### src/rtl/menu_pkg.sv
// Shared types and default timing for the menu button conditioner.
package menu_pkg;

  // Per-channel auto-repeat state.
  typedef enum logic [1:0] {
    StIdle,
    StDelay,
    StRepeat
  } btn_state_e;

  // Default timings in clock cycles.
  localparam int unsigned DefDebounceCycles     = 650000;
  localparam int unsigned DefRepeatDelayCycles  = 32500000;
  localparam int unsigned DefRepeatPeriodCycles = 9750000;

endpackage

### src/rtl/button_channel.sv
// One pushbutton channel: 2-flop synchronizer, debouncer and auto-repeat FSM.
// pulse_o is combinational from channel state; the parent registers it.
module button_channel
  import menu_pkg::*;
#(
  parameter int unsigned DEBOUNCE_CYCLES      = DefDebounceCycles,
  parameter int unsigned REPEAT_DELAY_CYCLES  = DefRepeatDelayCycles,
  parameter int unsigned REPEAT_PERIOD_CYCLES = DefRepeatPeriodCycles
) (
  input  logic clk_i,
  input  logic rst_ni,
  input  logic raw_i,
  input  logic repeat_en_i,
  output logic pulse_o,
  output logic level_o
);

  localparam int unsigned CntW     = $clog2(DEBOUNCE_CYCLES + 1);
  localparam int unsigned TimerMax = (REPEAT_DELAY_CYCLES > REPEAT_PERIOD_CYCLES) ?
                                     REPEAT_DELAY_CYCLES : REPEAT_PERIOD_CYCLES;
  localparam int unsigned TimerW   = $clog2(TimerMax + 1);

  logic [1:0]        sync_q;
  logic [CntW-1:0]   cnt_q;
  logic              level_q;
  btn_state_e        state_q;
  logic [TimerW-1:0] timer_q;

  logic mismatch, toggle, rise, fall, rep_due;

  // Debounce decode and pulse generation; a fall wins over a coincident repeat.
  always_comb begin
    mismatch = sync_q[1] ^ level_q;
    toggle   = mismatch && (cnt_q == CntW'(DEBOUNCE_CYCLES - 1));
    rise     = toggle && !level_q;
    fall     = toggle && level_q;
    rep_due  = 1'b0;
    unique case (state_q)
      StDelay:  rep_due = repeat_en_i && (timer_q == TimerW'(REPEAT_DELAY_CYCLES - 1));
      StRepeat: rep_due = repeat_en_i && (timer_q == TimerW'(REPEAT_PERIOD_CYCLES - 1));
      default:  rep_due = 1'b0;
    endcase
    pulse_o = rise || (rep_due && !fall);
  end

  // Synchronizer and debounced level; the counter only runs on consecutive mismatches.
  always_ff @(posedge clk_i or negedge rst_ni) begin
    if (!rst_ni) begin
      sync_q  <= '0;
      cnt_q   <= '0;
      level_q <= 1'b0;
    end else begin
      sync_q <= {sync_q[0], raw_i};
      if (!mismatch || toggle) begin
        cnt_q <= '0;
      end else begin
        cnt_q <= cnt_q + CntW'(1);
      end
      if (toggle) begin
        level_q <= ~level_q;
      end
    end
  end

  // Auto-repeat FSM; disabling repeat parks in StDelay with the timer cleared.
  always_ff @(posedge clk_i or negedge rst_ni) begin
    if (!rst_ni) begin
      state_q <= StIdle;
      timer_q <= '0;
    end else begin
      unique case (state_q)
        StIdle: begin
          if (rise) begin
            state_q <= StDelay;
            timer_q <= '0;
          end
        end
        StDelay: begin
          if (fall) begin
            state_q <= StIdle;
            timer_q <= '0;
          end else if (!repeat_en_i) begin
            timer_q <= '0;
          end else if (rep_due) begin
            state_q <= StRepeat;
            timer_q <= '0;
          end else begin
            timer_q <= timer_q + TimerW'(1);
          end
        end
        StRepeat: begin
          if (fall) begin
            state_q <= StIdle;
            timer_q <= '0;
          end else if (!repeat_en_i) begin
            state_q <= StDelay;
            timer_q <= '0;
          end else if (rep_due) begin
            timer_q <= '0;
          end else begin
            timer_q <= timer_q + TimerW'(1);
          end
        end
        default: begin
          state_q <= StIdle;
          timer_q <= '0;
        end
      endcase
    end
  end

  assign level_o = level_q;

endmodule

### src/rtl/menu_button_conditioner.sv
// Up/down menu button conditioner: two debounced channels with auto-repeat,
// coincident pulses dropped, step pulses registered.
module menu_button_conditioner
  import menu_pkg::*;
#(
  parameter int unsigned DEBOUNCE_CYCLES      = DefDebounceCycles,
  parameter int unsigned REPEAT_DELAY_CYCLES  = DefRepeatDelayCycles,
  parameter int unsigned REPEAT_PERIOD_CYCLES = DefRepeatPeriodCycles
) (
  input  logic clk_in,
  input  logic rst_n_in,
  input  logic raw_up_in,
  input  logic raw_down_in,
  input  logic repeat_en_in,
  output logic btn_up,
  output logic btn_down,
  output logic up_held,
  output logic down_held
);

  logic up_pulse, down_pulse;
  logic btn_up_q, btn_down_q;

  button_channel #(
    .DEBOUNCE_CYCLES     (DEBOUNCE_CYCLES),
    .REPEAT_DELAY_CYCLES (REPEAT_DELAY_CYCLES),
    .REPEAT_PERIOD_CYCLES(REPEAT_PERIOD_CYCLES)
  ) u_up (
    .clk_i      (clk_in),
    .rst_ni     (rst_n_in),
    .raw_i      (raw_up_in),
    .repeat_en_i(repeat_en_in),
    .pulse_o    (up_pulse),
    .level_o    (up_held)
  );

  button_channel #(
    .DEBOUNCE_CYCLES     (DEBOUNCE_CYCLES),
    .REPEAT_DELAY_CYCLES (REPEAT_DELAY_CYCLES),
    .REPEAT_PERIOD_CYCLES(REPEAT_PERIOD_CYCLES)
  ) u_down (
    .clk_i      (clk_in),
    .rst_ni     (rst_n_in),
    .raw_i      (raw_down_in),
    .repeat_en_i(repeat_en_in),
    .pulse_o    (down_pulse),
    .level_o    (down_held)
  );

  // Register step pulses; simultaneous up and down are ambiguous, so both are dropped.
  always_ff @(posedge clk_in or negedge rst_n_in) begin
    if (!rst_n_in) begin
      btn_up_q   <= 1'b0;
      btn_down_q <= 1'b0;
    end else begin
      btn_up_q   <= up_pulse & ~down_pulse;
      btn_down_q <= down_pulse & ~up_pulse;
    end
  end

  assign btn_up   = btn_up_q;
  assign btn_down = btn_down_q;

endmodule

### config.mk
export PLATFORM = sky130hd
export DESIGN_NAME = menu_button_conditioner
export DESIGN_NICKNAME = d
export VERILOG_FILES = /design/src/rtl/menu_pkg.sv /design/src/rtl/button_channel.sv /design/src/rtl/menu_button_conditioner.sv
export SDC_FILE = /design/constraint.sdc
export NUM_CORES = 1
export LEC_CHECK = 0
export ABC_AREA = 1
export CORE_MARGIN = 5
export CORE_UTILIZATION = 52
export DETAILED_ROUTE_END_ITERATION = 16
export PLACE_DENSITY = 0.71
export SYNTH_ARGS = -nofsm -noshare
export SYNTH_HDL_FRONTEND = slang
export SYNTH_SLANG_ARGS = --single-unit
export TNS_END_PERCENT = 1
### constraint.sdc
create_clock -name clk_in -period 1.75 [get_ports clk_in]
set_input_delay 0.525 -clock clk_in [delete_from_list [all_inputs] [get_ports clk_in]]
set_output_delay 0.525 -clock clk_in [all_outputs]
set_load 0.02 [all_outputs]
==> results.md <==
Power and ir drop:
- For this design the ratio of total power to cell area is 595.8 nW/um^2.
- IR analysis of the VDD net gives a maximum drop of 776.9 uV.
- Summed over all cells, the static leakage comes to 3.563 nW.
- After layout, the design draws a total of 4.618 mW.

Setup path:
- The cell type of the slowest stage on the worst timing path is sky130_fd_sc_hd__dfrtp_1.
- Together, buffers and inverters on the worst path number 2.
- The sort of element at the end of the critical path is a flop.
- The data required time at the worst endpoint is 2.00 ns.
- The sort of element at the start of the critical path is a flop.
- The most frequent cell on the critical path is sky130_fd_sc_hd__nor2_2.
- In this design, the stage delay of the slowest critical-path cell is 0.37 ns.
- Of all nets on the critical path, the largest fanout is 4.
- The data arrival time at the worst-slack endpoint is 2.08 ns.
- Walking the worst path, the cells encountered are inv_2 -> ha_4 -> nand3_2 -> or2_1 -> nor2_2 -> nand3_4 -> buf_6 -> nor2_4 -> nor2_2 -> and2_1.
- On the critical path the largest part of the delay comes from simple AND/OR/NAND/NOR gates.
- The start-to-end type of the worst setup path is reg2reg.

Floorplanning:
- The floorplan step set the die height to 119.3 um.
- The starting density of the core is 0.5241.
- The core region area is 11,860 sq um.
- The I/O pin count is 9.
- The floorplan has 40 rows.
- The area of the die is 14,240 sq um.
- From left edge to right edge, the die measures 119.3 um.

Timing:
- Based on the critical path, the design can be clocked at up to 545.6 MHz.
- The clock tree skew after final layout is 0.008398 ns.
- Setup repair after global routing could not meet its margin everywhere.
- Setup violations remaining at the end of the flow were counted as 23.
- The total count of max-transition violations in the final report came to 0.
- At the pin with the least slew margin, the transition time is 0.4361 ns.
- The smallest clock period supported by the final layout is computed as 1.833 ns.
- Across all setup checks in the final design, the least slack found is -0.08270 ns.
- The number of hold-slack violations in the final timing report is 0.
- The final critical-path share of the clock period is 1.047.
- Measured against its own limit, the worst slew margin works out to 0.7092.

CTS:
- The buffer cell driving the clock tree root is sky130_fd_sc_hd__clkbuf_16.
- The clock network latency to the later pin of the worst-skew pair is 0.36 ns.
- In this run, post-CTS hold repair placed 0 buffers.
- The number of clock buffers added by TritonCTS is 9.
- The maximum level of the CTS H-tree is 3.
- CTS saw 102 sinks.
- The clock tree from TritonCTS is yes.
- The largest buffer count on any clock path is 2.
- The clock-pin slew reported for the worst setup and hold paths after clock tree synthesis is 0.07 ns.

Logic synthesis:
- After synthesis, the largest family of logic cells by area is simple AND/OR/NAND/NOR gates.
- sky130_fd_sc_hd__nand2_1 is the most common cell in the netlist.
- The number of synthesized flops with an enable pin is 0.
- The post-synthesis cell type count is 42.
- Of the total synthesized cell area, the portion taken by full adders, half adders and majority gates is 0.02415.
- In the synthesized netlist the dominant register cell turns out to be sky130_fd_sc_hd__dfrtp_1.
- The synthesized-area fraction occupied by ao, oa, aoi and oai cells is 0.07045.
- The synthesized area is 6216 sq um.
- By count the netlist is led by sky130_fd_sc_hd__nand2_1 (172), sky130_fd_sc_hd__nor2_1 (146), sky130_fd_sc_hd__dfrtp_1 (102).
- The mean area per synthesized cell is 7.453 sq um.
- Synthesis inferred 102 register bits.
- Sorting the synthesized cells by area gives the leading types as sky130_fd_sc_hd__dfrtp_1 (41%), sky130_fd_sc_hd__nand2_1 (10%), sky130_fd_sc_hd__nor2_1 (8.8%).
- The async set or reset register ratio after synthesis is 1.000.
- The cell type contributing the most total cell area after synthesis is sky130_fd_sc_hd__dfrtp_1.
- The post-synthesis share of cell area spent on xor and xnor gates is 0.05636.
- Synthesis produced a netlist with a net count of 851.
- The area share of and/or/nand/nor cells after synthesis is 0.3611.
- The number of warnings reported in the yosys synthesis log is 0.
- The sequential fraction of the synthesis area is 0.4106.
- The post-synthesis cell count is 834.
- The share of synthesized area in the top cell type comes to 0.4106.
- The multiplexer area fraction after synthesis is 0.

Placement:
- During placement, the flow inserted port buffers numbering 8.
- The HPWL reported at the end of detailed placement is 11.61 mm.
- The congestion estimate from routability-driven global placement came to 0.9419.

Run status:
- The final reports fail on setup timing.
- The run finished, with violations left.

Finish:
- The antenna diode count is 0.
- Fill cells in the final layout number 965.
- The post-layout net count is 955.
- The area used by multi-input combinational logic is 3462 sq um.
- Registers take 2554 sq um.
- The share of the core filled with cells is 0.6535.
- Of the cells placed in the final design, the portion with a size suffix greater than 1 is 0.2259.
- The area growth from synthesis to layout is 24.70%.

Global routing:
- The number of global-route vias before repair is 5,711.
- The initial antenna violation count came to 0.
- The total overflow left after global routing is 0.
- The total global-route track usage is 0.2315.
- Entering global routing, the biggest net connects 33 pins.
- The global-route wire length before repair is 26.92 mm.

Detailed routing:
- Once detail routing completed, the nets flagged for antenna violations numbered 0.
- The count of unresolved DRC violations after routing is 0.
- The detailed router finished its first iteration with 479 violations.
- The number of iterations in the first detailed-routing pass is 5.
- After detailed routing, the average wire length per cell comes to 14.74 um.
- Summing over every cut layer, the via total after detailed routing is 5,911.
- Dividing the detail-routed via count by the number of cells gives 5.423.
- The wire length reported by the detailed router is 16.06 mm.

Worst hold path:
- The worst hold-check path type is in2async.

Flow run:
- The tool flagged a number of max-cap violations equal to 0.
==> routing by layer <==
metal / wire length [um] / global-route usage
met3: 651 / 0.03941
met5: 0 / 0
met4: 361 / 0.07731
met1: 6945 / 0.2927
met2: 8104 / 0.4016
==> what timing repair did <==
item	CTS	global route
endpoints found under the setup margin	60	76
buffers inserted	0	11
gates resized for setup	16	67
pin swaps	3	22
==> path summary, 6_finish.rpt <==
path / from / to / slack, ns / cells past startpoint
setup / recovery: u_up.state_q[0]$_DFFE_PN0P_ / btn_down$_DFF_PN0_ / -0.08 / 10
setup reg to reg: u_up.state_q[0]$_DFFE_PN0P_ / btn_down$_DFF_PN0_ / -0.08 / 10
max in group asynchronous: rst_n_in / u_down.cnt_q[5]$_DFF_PN0_ / 1.05 / 2
hold / removal: rst_n_in / u_up.cnt_q[9]$_DFF_PN0_ / 0.11 / 1
hold reg to reg: u_down.sync_q[0]$_DFF_PN0_ / u_down.sync_q[1]$_DFF_PN0_ / 0.36 / 0
min in group clk_in: u_down.sync_q[0]$_DFF_PN0_ / u_down.sync_q[1]$_DFF_PN0_ / 0.36 / 0
==> kinds of logic (layout without fill, tap and decap cells) <==
group / Yosys count / after routing
AOI/OAI and AO/OA: 78 / 78
xor gates and xnor gates: 40 / 40
adders and majority gates: 12 / 12
buffers and inverters: 115 / 224
DFF: 102 / 102
and+or+nand+nor: 487 / 487
==> stage by stage <==
stage	instances	cell area [sq um]	TNS, ns	setup WS, ns	hold WS (ns)
final	1090	7751	-0.6790	-0.08270	0.1080
after global routing	1090	7751	-4.455	-0.1553	0.1314
after CTS	1079	7402	-0.4537	-0.05342	0.1136
after detailed placement	1063	7063	-19.14	-0.4358	0.3470
after global placement	1063	7063	-13.93	-0.3181	0.3417
after floorplan	834	6216	0	0.01886	0.2294
==> placed cells by master (no fill, tap or decap), types with 4 or more instances in the layout <==
cell type,n
sky130_fd_sc_hd__nor4_1,5
sky130_fd_sc_hd__nand4_1,20
sky130_fd_sc_hd__ha_1,7
sky130_fd_sc_hd__dlygate4sd2_1,4
sky130_fd_sc_hd__o21ai_1,11
sky130_fd_sc_hd__a21oi_1,27
sky130_fd_sc_hd__buf_4,91
sky130_fd_sc_hd__a31oi_1,8
sky130_fd_sc_hd__nand2_2,12
sky130_fd_sc_hd__nor2_2,16
sky130_fd_sc_hd__nand3_2,8
sky130_fd_sc_hd__o21a_1,4
sky130_fd_sc_hd__inv_2,11
sky130_fd_sc_hd__xor2_1,35
sky130_fd_sc_hd__dfrtp_1,101
sky130_fd_sc_hd__clkbuf_16,9
sky130_fd_sc_hd__nor2_1,133
sky130_fd_sc_hd__buf_6,6
sky130_fd_sc_hd__xnor2_1,4
sky130_fd_sc_hd__ha_2,4
sky130_fd_sc_hd__nor3_1,26
sky130_fd_sc_hd__nor3_2,6
sky130_fd_sc_hd__nor3_4,4
sky130_fd_sc_hd__inv_1,88
sky130_fd_sc_hd__o21ai_0,18
sky130_fd_sc_hd__nand2_1,165
sky130_fd_sc_hd__nor2_4,13
sky130_fd_sc_hd__nand3_1,62
==> area by class of cell <==
class,instances,area share
repair buffers,106,0.1104
multi-input cells,617,0.4467
inverters,102,0.05101
flip-flops and latches,102,0.3295
clock buffers,11,0.03132
clock inverters,5,0.007425
well taps,147,0.02373
==> power by group <==
| group | internal, mW | switching (mW) |
|---|---|---|
| clock network | 1.15 | 0.934 |
| registers | 2.37 | 0.0112 |
| logic | 0.0517 | 0.0966 |
| total | 3.58 | 1.04 |
==> flip-flops by register name, summed over array words and instances (netlist names) <==
| name | flops |
|---|---|
| u_down.state_q | 2 |
| u_down.level_o | 1 |
| u_up.state_q | 2 |
| btn_down | 1 |
| u_down.cnt_q | 20 |
| u_up.sync_q | 2 |
| u_up.level_o | 1 |
| u_down.sync_q | 2 |
| u_up.cnt_q | 20 |
| u_down.timer_q | 25 |
| u_up.timer_q | 25 |
| btn_up | 1 |
Note: power is estimated with default switching activity, not from simulation.
